## src/rtl/rsnn_pkg.sv

```systemverilog
// rsnn_pkg: shared widths, LIF state encoding and signed saturation for the RSNN core
package rsnn_pkg;
  localparam int N_IN = 4;
  localparam int W_WIDTH = 3;
  localparam int V_WIDTH = 8;
  localparam int REFRAC_WIDTH = 3;
  typedef enum logic {INTEGRATE, REFRACT} lif_state_t;
  function automatic logic signed [31:0] saturate(input logic signed [31:0] x, input int w);
    logic signed [31:0] hi, lo;
    hi = (32'sd1 <<< (w - 1)) - 32'sd1;
    lo = -hi - 32'sd1;
    return x > hi ? hi : (x < lo ? lo : x);
  endfunction
endpackage

```

## src/rtl/lif_synapse_sum.sv

```systemverilog
// lif_synapse_sum: masked signed sum of the weights whose input spike is set
// spike_in: per-synapse spikes; weights: packed signed weights; sum: signed total, wide enough never to overflow
module lif_synapse_sum #(
  parameter int N_IN = rsnn_pkg::N_IN,
  parameter int W_WIDTH = rsnn_pkg::W_WIDTH,
  parameter int S_WIDTH = rsnn_pkg::V_WIDTH + $clog2(rsnn_pkg::N_IN) + 1
) (
  input  logic [N_IN-1:0]                spike_in,
  input  logic [N_IN*W_WIDTH-1:0]        weights,
  output logic signed [S_WIDTH-1:0]      sum
);
  logic signed [W_WIDTH-1:0] w [N_IN];
  for (genvar g = 0; g < N_IN; g++) begin : g_w
    assign w[g] = weights[g*W_WIDTH +: W_WIDTH];
  end
  always_comb begin
    sum = '0;
    for (int i = 0; i < N_IN; i++) sum = sum + (spike_in[i] ? S_WIDTH'(w[i]) : '0);
  end
endmodule

```

## src/rtl/lif_neuron.sv

```systemverilog
// lif_neuron: leaky integrate-and-fire neuron with saturating membrane and programmable refractory period
// clk/rst_n: clock, async active-low reset; step: timestep strobe, the only cycle any state changes
// spike_in/weights: synaptic inputs and packed signed weights; threshold/leak_shift/refrac_len: configuration
// spike_out: one-cycle fire pulse; membrane: signed potential; refractory: high while deaf after a spike
module lif_neuron #(
  parameter int N_IN = rsnn_pkg::N_IN,
  parameter int W_WIDTH = rsnn_pkg::W_WIDTH,
  parameter int V_WIDTH = rsnn_pkg::V_WIDTH,
  parameter int REFRAC_WIDTH = rsnn_pkg::REFRAC_WIDTH
) (
  input  logic                       clk,
  input  logic                       rst_n,
  input  logic                       step,
  input  logic [N_IN-1:0]            spike_in,
  input  logic [N_IN*W_WIDTH-1:0]    weights,
  input  logic [V_WIDTH-2:0]         threshold,
  input  logic [2:0]                 leak_shift,
  input  logic [REFRAC_WIDTH-1:0]    refrac_len,
  output logic                       spike_out,
  output logic signed [V_WIDTH-1:0]  membrane,
  output logic                       refractory
);
  import rsnn_pkg::*;
  localparam int S_WIDTH = V_WIDTH + $clog2(N_IN) + 1;
  lif_state_t state, state_n;
  logic [REFRAC_WIDTH-1:0] cnt, cnt_n;
  logic signed [S_WIDTH-1:0] sum, total;
  logic signed [V_WIDTH-1:0] leaked, v_next, mem_n;
  logic spike_n, fire;
  lif_synapse_sum #(.N_IN(N_IN), .W_WIDTH(W_WIDTH), .S_WIDTH(S_WIDTH)) u_sum (
    .spike_in(spike_in),
    .weights(weights),
    .sum(sum)
  );
  assign leaked = leak_shift == 3'd0 ? membrane : membrane - (membrane >>> leak_shift);
  assign total = S_WIDTH'(leaked) + sum;
  assign v_next = V_WIDTH'(saturate(32'(total), V_WIDTH));
  assign fire = v_next >= $signed({1'b0, threshold});
  assign refractory = state == REFRACT;
  always_comb begin
    state_n = state;
    cnt_n = cnt;
    mem_n = membrane;
    spike_n = 1'b0;
    if (step && state == INTEGRATE) begin
      spike_n = fire;
      mem_n = fire ? '0 : v_next;
      state_n = fire && refrac_len != '0 ? REFRACT : INTEGRATE;
      cnt_n = fire ? refrac_len : cnt;
    end else if (step) begin
      mem_n = '0;
      cnt_n = cnt - REFRAC_WIDTH'(1);
      state_n = cnt == REFRAC_WIDTH'(1) ? INTEGRATE : REFRACT;
    end
  end
  always_ff @(posedge clk or negedge rst_n) begin
    if (!rst_n) begin
      state <= INTEGRATE;
      cnt <= '0;
      membrane <= '0;
      spike_out <= 1'b0;
    end else begin
      state <= state_n;
      cnt <= cnt_n;
      membrane <= mem_n;
      spike_out <= spike_n;
    end
  end
endmodule

```

## config.mk

```make
export PLATFORM = sky130hd
export DESIGN_NAME = lif_neuron
export DESIGN_NICKNAME = d
export VERILOG_FILES = /design/src/rtl/rsnn_pkg.sv /design/src/rtl/lif_synapse_sum.sv /design/src/rtl/lif_neuron.sv
export SDC_FILE = /design/constraint.sdc
export NUM_CORES = 1
export LEC_CHECK = 0
export ABC_AREA = 1
export CAP_MARGIN = 20
export CORE_ASPECT_RATIO = 0.7
export CORE_MARGIN = 2
export CORE_UTILIZATION = 30
export CTS_CLUSTER_DIAMETER = 40
export DETAILED_ROUTE_END_ITERATION = 8
export GPL_TIMING_DRIVEN = 0
export PLACE_DENSITY = 0.51
export SKIP_LAST_GASP = 1
export SYNTH_ARGS = -nofsm -noshare
export SYNTH_HDL_FRONTEND = slang
export SYNTH_HIERARCHICAL = 1
export SYNTH_SLANG_ARGS = --single-unit
```

## constraint.sdc

```tcl
create_clock -name clk -period 6.1 [get_ports clk]
set_input_delay 0.915 -clock clk [delete_from_list [all_inputs] [get_ports clk]]
set_output_delay 0.915 -clock clk [all_outputs]
set_load 0.005 [all_outputs]
```

==> flow_summary.yaml, run 1 <==
synthesis:
  yosys_warnings: 6
  synthesis.instances: 368
  yosys.area_share.simple_pct: 34.2
  ys_seq_area_share_pct: 12.9
  netlist_area_sq_um: 2510
  synth_edf_count: 0
  synth-compound-area-share_pct: 12.7
  synth.avg_cell_area_sq_um: 6.83
  synthAdderAreaFrac_pct: 24.2
  synthArstFlopShare_pct: 100
  synth_nets: 442
  netlist-cell-type-count: 41
  synth-seq-cells: 13
  synth_top_family_by_area: "simple AND/OR/NAND/NOR gates"
  synthMuxAreaShare_pct: 0
  synthXorXnorAreaFrac_pct: 3.83
  ys.flop_type: "dfrtp_1"
setup_path:
  worstReg2RegStart: "membrane[7]"
  cp_slowest_stage_delay_ns: 0.54
  crit_fanout: 4
  arrival_ns: 6.07
  crit_type: "primary input to flip-flop"
  worstPathRequired_ns: 6.23
  critPathBufInv: 16
  cp-start-kind: "primary input"
  cpMostUsedCell: "buf_4"
  slowest_stage: "fa_1"
  ff2ff_path_depth: 36
  r2r_end: "membrane[0]"
  critPathCaptureType: "flip-flop"
  critical-path-top-delay-family: "adder cells"
  rrSetupSlack_ns: 0.80
clocking:
  cts_tree: "yes"
  htreeDepth: 1
  clkTransAtPathRegs_ns: 0.05
  cts.sinks: 13
  clock_path_buffers: 2
  worst_skew_pair.late_latency_ns: 0.24
  cts_made_buffers: 3
  cts_root_buffer: "clkbuf_16"
timing:
  min_period_ns: 5.93
  hold_viol: 0
  finalCritPeriodShare_pct: 97.3
  rsz0062_at_grt: "yes"
  worst_pin_slew_ns: 0.564
  setup_viol: 0
  clock.fmax_mhz: 169
  slew_violations: 0
  slew_headroom_pct: 62.3
  finClkSkew_ns: 0.00548
route:
  antenna_left: 0
  first_iter_violations: 123
  vias_per_cell: 4.57
  vias: 2461
  drc_errors: 0
  firstDrtPassIters: 4
  wl_per_cell_microns: 12.8
  totalWireLength_mm: 6.89
placed_design:
  dpl.hpwl_mm: 5.30
  routabilityCongestion: 0.873
  dpl_cell_area_sq_um: 3040
  place.port_buffers: 40
layout:
  num-nets-final: 512
  stdcell_area_sq_um: 3650
  areaGrowthSynthToFinish_pct: 45.3
  layout-drive-gt1-share_pct: 33.2
  final_cell_mix: "nand2_1 (85), inv_1 (56), nand2_2 (32)"
  layout_commonest_cell: "nand2_1"
  diodes: 0
  utilization_pct: 45.6
worst_hold_path:
  worstHoldEndpoint: "cnt[1]"
  min_from: "cnt[1]"
  min_path_type: "flip-flop to flip-flop"
  holdPathStages: 2
floorplan:
  rows: 27
  core_sq_um: 8010
  io_pins: 42
  die_x_microns: 113
  die_area_sq_um: 9130
  initial_core_util_pct: 31.4
  die_height_microns: 80.6
global_route:
  grt_max_degree: 14
  grt_pass1_vias: 2400
  grt_pass1_wl_mm: 11.3
  grtUsageTotal_pct: 15.2
  overflow: 0
  antenna_found_initial: 0
run_status:
  outcome: "completed"
job:
  max_cap_viol_count: 0
[worst min-delay path: cells and delay by family (launching register included)]
kind             cells  cell delay (ns)
AND/OR/NAND/NOR      2             0.14
flip-flops           1             0.35
[Yosys cell counts, types with 2 or more instances]
cell	n	area, sq um
nand2_1	108	405
inv_1	67	251
ha_1	31	388
nand3_1	21	105
o21ai_0	21	105
nand2_2	16	100
a21oi_1	13	65.1
dfrtp_1	13	325
fa_1	11	220
nor2_1	9	33.8
xor2_1	7	61.3
nand3_2	4	40.0
xnor2_1	4	35.0
inv_2	3	11.3
nand3_4	3	52.6
nor3_1	3	15.0
o21ai_1	3	15.0
o21bai_1	3	22.5
o22ai_1	3	18.8
a211oi_1	2	15.0
a31oi_1	2	12.5
nor2_4	2	22.5
[metal layers]
layer | vias up | share of wire [%] | track usage (%)
met3 | 2 | 2.9 | 1.13
met4 | 0 | 0.10 | 1.34
li1 | 1309 | - | -
met1 | 1114 | 53 | 23.1
met5 | - | 0 | 0
met2 | 36 | 44 | 24.3
[layout make-up]
cell class / count / area (sq um)
Inverter: 73 / 282
Multi-Input combinational cell: 279 / 2230
Buffer: 3 / 26.3
Sequential cell: 13 / 325
Tap cell: 101 / 126
Fill cell: 807 / 4360
Timing Repair Buffer: 65 / 577
Clock buffer: 3 / 75.1
Clock inverter: 1 / 5.00
[sequential cells by signal, indices dropped and copies added (netlist names)]
register    cells
cnt             3
membrane        8
refractory      1
spike_out       1
[stage by stage]
step                setup slack [ns]  instances  hold WS, ns  TNS, ns
detailed placement            -0.882        509        0.500    -9.95
CTS                          0.00723        537        0.511        0
floorplan                      0.166        368        0.476        0
global placement              -0.980        509        0.503   -11.17
global route                  -0.153        538        0.537    -1.34
finish                         0.166        538        0.521        0
[worst max path at each step]
stage | cells after the start | slack (ns) | from | endpoint
after floorplan | 44 | 0.17 | weights[1] | cnt[2]
after CTS | 46 | 0.007 | leak_shift[1] | cnt[1]
after global routing | 45 | -0.15 | spike_in[3] | cnt[2]
after detailed placement | 44 | -0.88 | spike_in[0] | membrane[5]
final | 36 | 0.17 | spike_in[3] | membrane[0]
after global placement | 44 | -0.98 | leak_shift[0] | membrane[5]
[timing repair]
| action | CTS | global route |
|---|---|---|
| resized for setup | 61 | 76 |
| cloned | 0 | 0 |
| endpoints found under the hold margin | 0 | 0 |
| buffers inserted | 24 | 1 |
| pin swaps | 42 | 58 |
| hold buffers | 0 | 0 |
| endpoints found under the setup margin | 12 | 12 |
[cells by family after synthesis]
logic type,after synthesis
fa+ha+maj,42
simple gates,172
xor+xnor,11
compound gates,54
flops,13
buf+inv,76
Power of run 1 is left out: the tool's default activity adds up to more than one toggle a clock period on the data nets, which glitch-free logic cannot reach.
==> run 2: changes to the inputs <==
--- a/config.mk
+++ b/config.mk
@@ -6,14 +6,13 @@
 export NUM_CORES = 1
 export LEC_CHECK = 0
 export ABC_AREA = 1
-export CAP_MARGIN = 20
 export CORE_ASPECT_RATIO = 0.7
 export CORE_MARGIN = 2
 export CORE_UTILIZATION = 30
 export CTS_CLUSTER_DIAMETER = 40
 export DETAILED_ROUTE_END_ITERATION = 8
 export GPL_TIMING_DRIVEN = 0
-export PLACE_DENSITY = 0.51
+export PLACE_DENSITY = 0.53
 export SKIP_LAST_GASP = 1
 export SYNTH_ARGS = -nofsm -noshare
 export SYNTH_HDL_FRONTEND = slang
==> constraint.sdc (replaced) <==
create_clock -name clk -period 5.2 [get_ports clk]
set_input_delay 0.78 -clock clk [delete_from_list [all_inputs] [get_ports clk]]
set_output_delay 0.78 -clock clk [all_outputs]
set_load 0.005 [all_outputs]
==> flow_summary.yaml, run 2 (synthesis results as in run 1) <==
run_status:
  outcome: "finished with violations"
  violations: "setup timing"
route:
  vias_per_cell: 4.64
  wl_per_cell_microns: 12.9
  drc_errors: 0
  first_iter_violations: 96
  totalWireLength_mm: 6.99
  vias: 2514
  firstDrtPassIters: 5
  antenna_left: 0
timing:
  finClkSkew_ns: 0.00357
  rsz0062_at_grt: "yes"
  hold_viol: 0
  clock.fmax_mhz: 173
  setup_viol: 12
  worst_slack_ns: -0.596
  finalCritPeriodShare_pct: 111
  worst_pin_slew_ns: 0.578
  holdWs_ns: 0.514
  min_period_ns: 5.80
  slew_violations: 0
  slew_headroom_pct: 61.4
floorplan:
  core_sq_um: 8010
  rows: 27
  die_area_sq_um: 9130
  initial_core_util_pct: 31.4
  io_pins: 42
  die_x_microns: 113
  die_height_microns: 80.6
layout:
  diodes: 0
  areaGrowthSynthToFinish_pct: 50.2
  reg.largest.list: "membrane x8, cnt x3"
  regMostFlops: "membrane"
  num-nets-final: 516
  final_cell_mix: "nand2_1 (79), inv_1 (56), nand2_2 (33)"
  layout_commonest_cell: "nand2_1"
  stdcell_area_sq_um: 3770
  layout-drive-gt1-share_pct: 36.5
  largest_register_ffs: 8
clocking:
  cts_tree: "yes"
  cts_made_buffers: 3
  htreeDepth: 1
  worst_skew_pair.late_latency_ns: 0.24
  cts_root_buffer: "clkbuf_16"
  clkTransAtPathRegs_ns: 0.04
  cts.sinks: 13
  clock_path_buffers: 2
global_route:
  antenna_found_initial: 0
  grtUsageTotal_pct: 15.6
  grt_pass1_wl_mm: 11.6
  grt_pass1_vias: 2422
  grt_max_degree: 14
  overflow: 0
setup_path:
  critical-path-top-delay-family: "adder cells"
  cp_slowest_stage_delay_ns: 0.54
  cpMostUsedCell: "nand2_1"
  crit_fanout: 6
  critPathCaptureType: "flip-flop"
  arrival_ns: 5.97
  worstPathRequired_ns: 5.38
  slowest_stage: "fa_1"
  critPathBufInv: 8
  crit_type: "primary input to flip-flop"
  cp-start-kind: "primary input"
job:
  max_cap_viol_count: 0
worst_hold_path:
  min_path_type: "flip-flop to flip-flop"
placed_design:
  dpl.hpwl_mm: 5.26
  routabilityCongestion: 0.872
  place.port_buffers: 40
  dpl_cell_area_sq_um: 3080
-- run 2: cell count changes in the layout (fill, tap and decap cells not counted), sizes merged --
cell and change:
buf +7, clkinv -2, dlymetal6s2s -2, clkbuf -1
clkdlybuf4s15 +1, inv +1
-- run 2: layout make-up --
type                            count  area [sq um]
Tap cell                          101           126
Sequential cell                    13           325
Fill cell                         796          4230
Clock buffer                        4          78.8
Inverter                           73           284
Buffer                              3          30.0
Timing Repair Buffer               69           597
Multi-Input combinational cell    279          2330
-- run 2: stage by stage --
stage	setup TNS, ns	instances	utilization, %	worst slack, ns
after floorplan	-4.58	368	-	-0.425
after global placement	-18.77	509	38.4	-1.59
after global routing	-10.61	542	47.1	-0.942
final	-6.67	542	47.1	-0.596
after CTS	-7.71	536	42.7	-0.675
after detailed placement	-18.15	509	38.4	-1.54
-- run 2: path summary, 6_finish.rpt --
check | startpoint | endpoint | slack [ns] | cells past startpoint
max | weights[10] | cnt[1] | -0.60 | 45
min | cnt[1] | cnt[1] | 0.51 | 2
max reg2reg | membrane[7] | membrane[0] | -0.15 | 38
min reg2reg | cnt[1] | cnt[1] | 0.51 | 2
max in group asynchronous | rst_n | membrane[2] | 3.91 | 1
min in group asynchronous | rst_n | cnt[0] | 0.91 | 1
-- run 2: tightest hold or removal path: stages, from the launching register on --
cell     delay (ns)
dfrtp_1        0.35
nand3_1        0.08
nand2_1        0.05
-- run 2: routing by layer --
| metal | GRT usage [%] | share of wire, % | routed length [microns] |
|---|---|---|---|
| met5 | 0 | 0 | 0 |
| met4 | 2.80 | 0.94 | 66 |
| met3 | 1.51 | 3.3 | 231 |
| met2 | 23.4 | 44 | 3050 |
| met1 | 24.0 | 52 | 3640 |
-- run 2: what timing repair did --
action                                  in CTS  in global routing
endpoints found under the setup margin      12                 12
gates resized for setup                     71                 83
setup buffers                               23                  7
pin swaps                                   46                 54
hold buffers                                 0                  0
Power of run 2 is left out for the same reason.
==> run 3: changes to the inputs <==
--- a/config.mk
+++ b/config.mk
@@ -10,6 +10,7 @@
 export CORE_MARGIN = 2
 export CORE_UTILIZATION = 30
 export CTS_CLUSTER_DIAMETER = 40
+export CTS_CLUSTER_SIZE = 8
 export DETAILED_ROUTE_END_ITERATION = 8
 export GPL_TIMING_DRIVEN = 0
 export PLACE_DENSITY = 0.53
==> results of run 3 <==
No change in the layout: final DEF, timing and power equal those of run 2.
Power of run 3 is left out for the same reason.
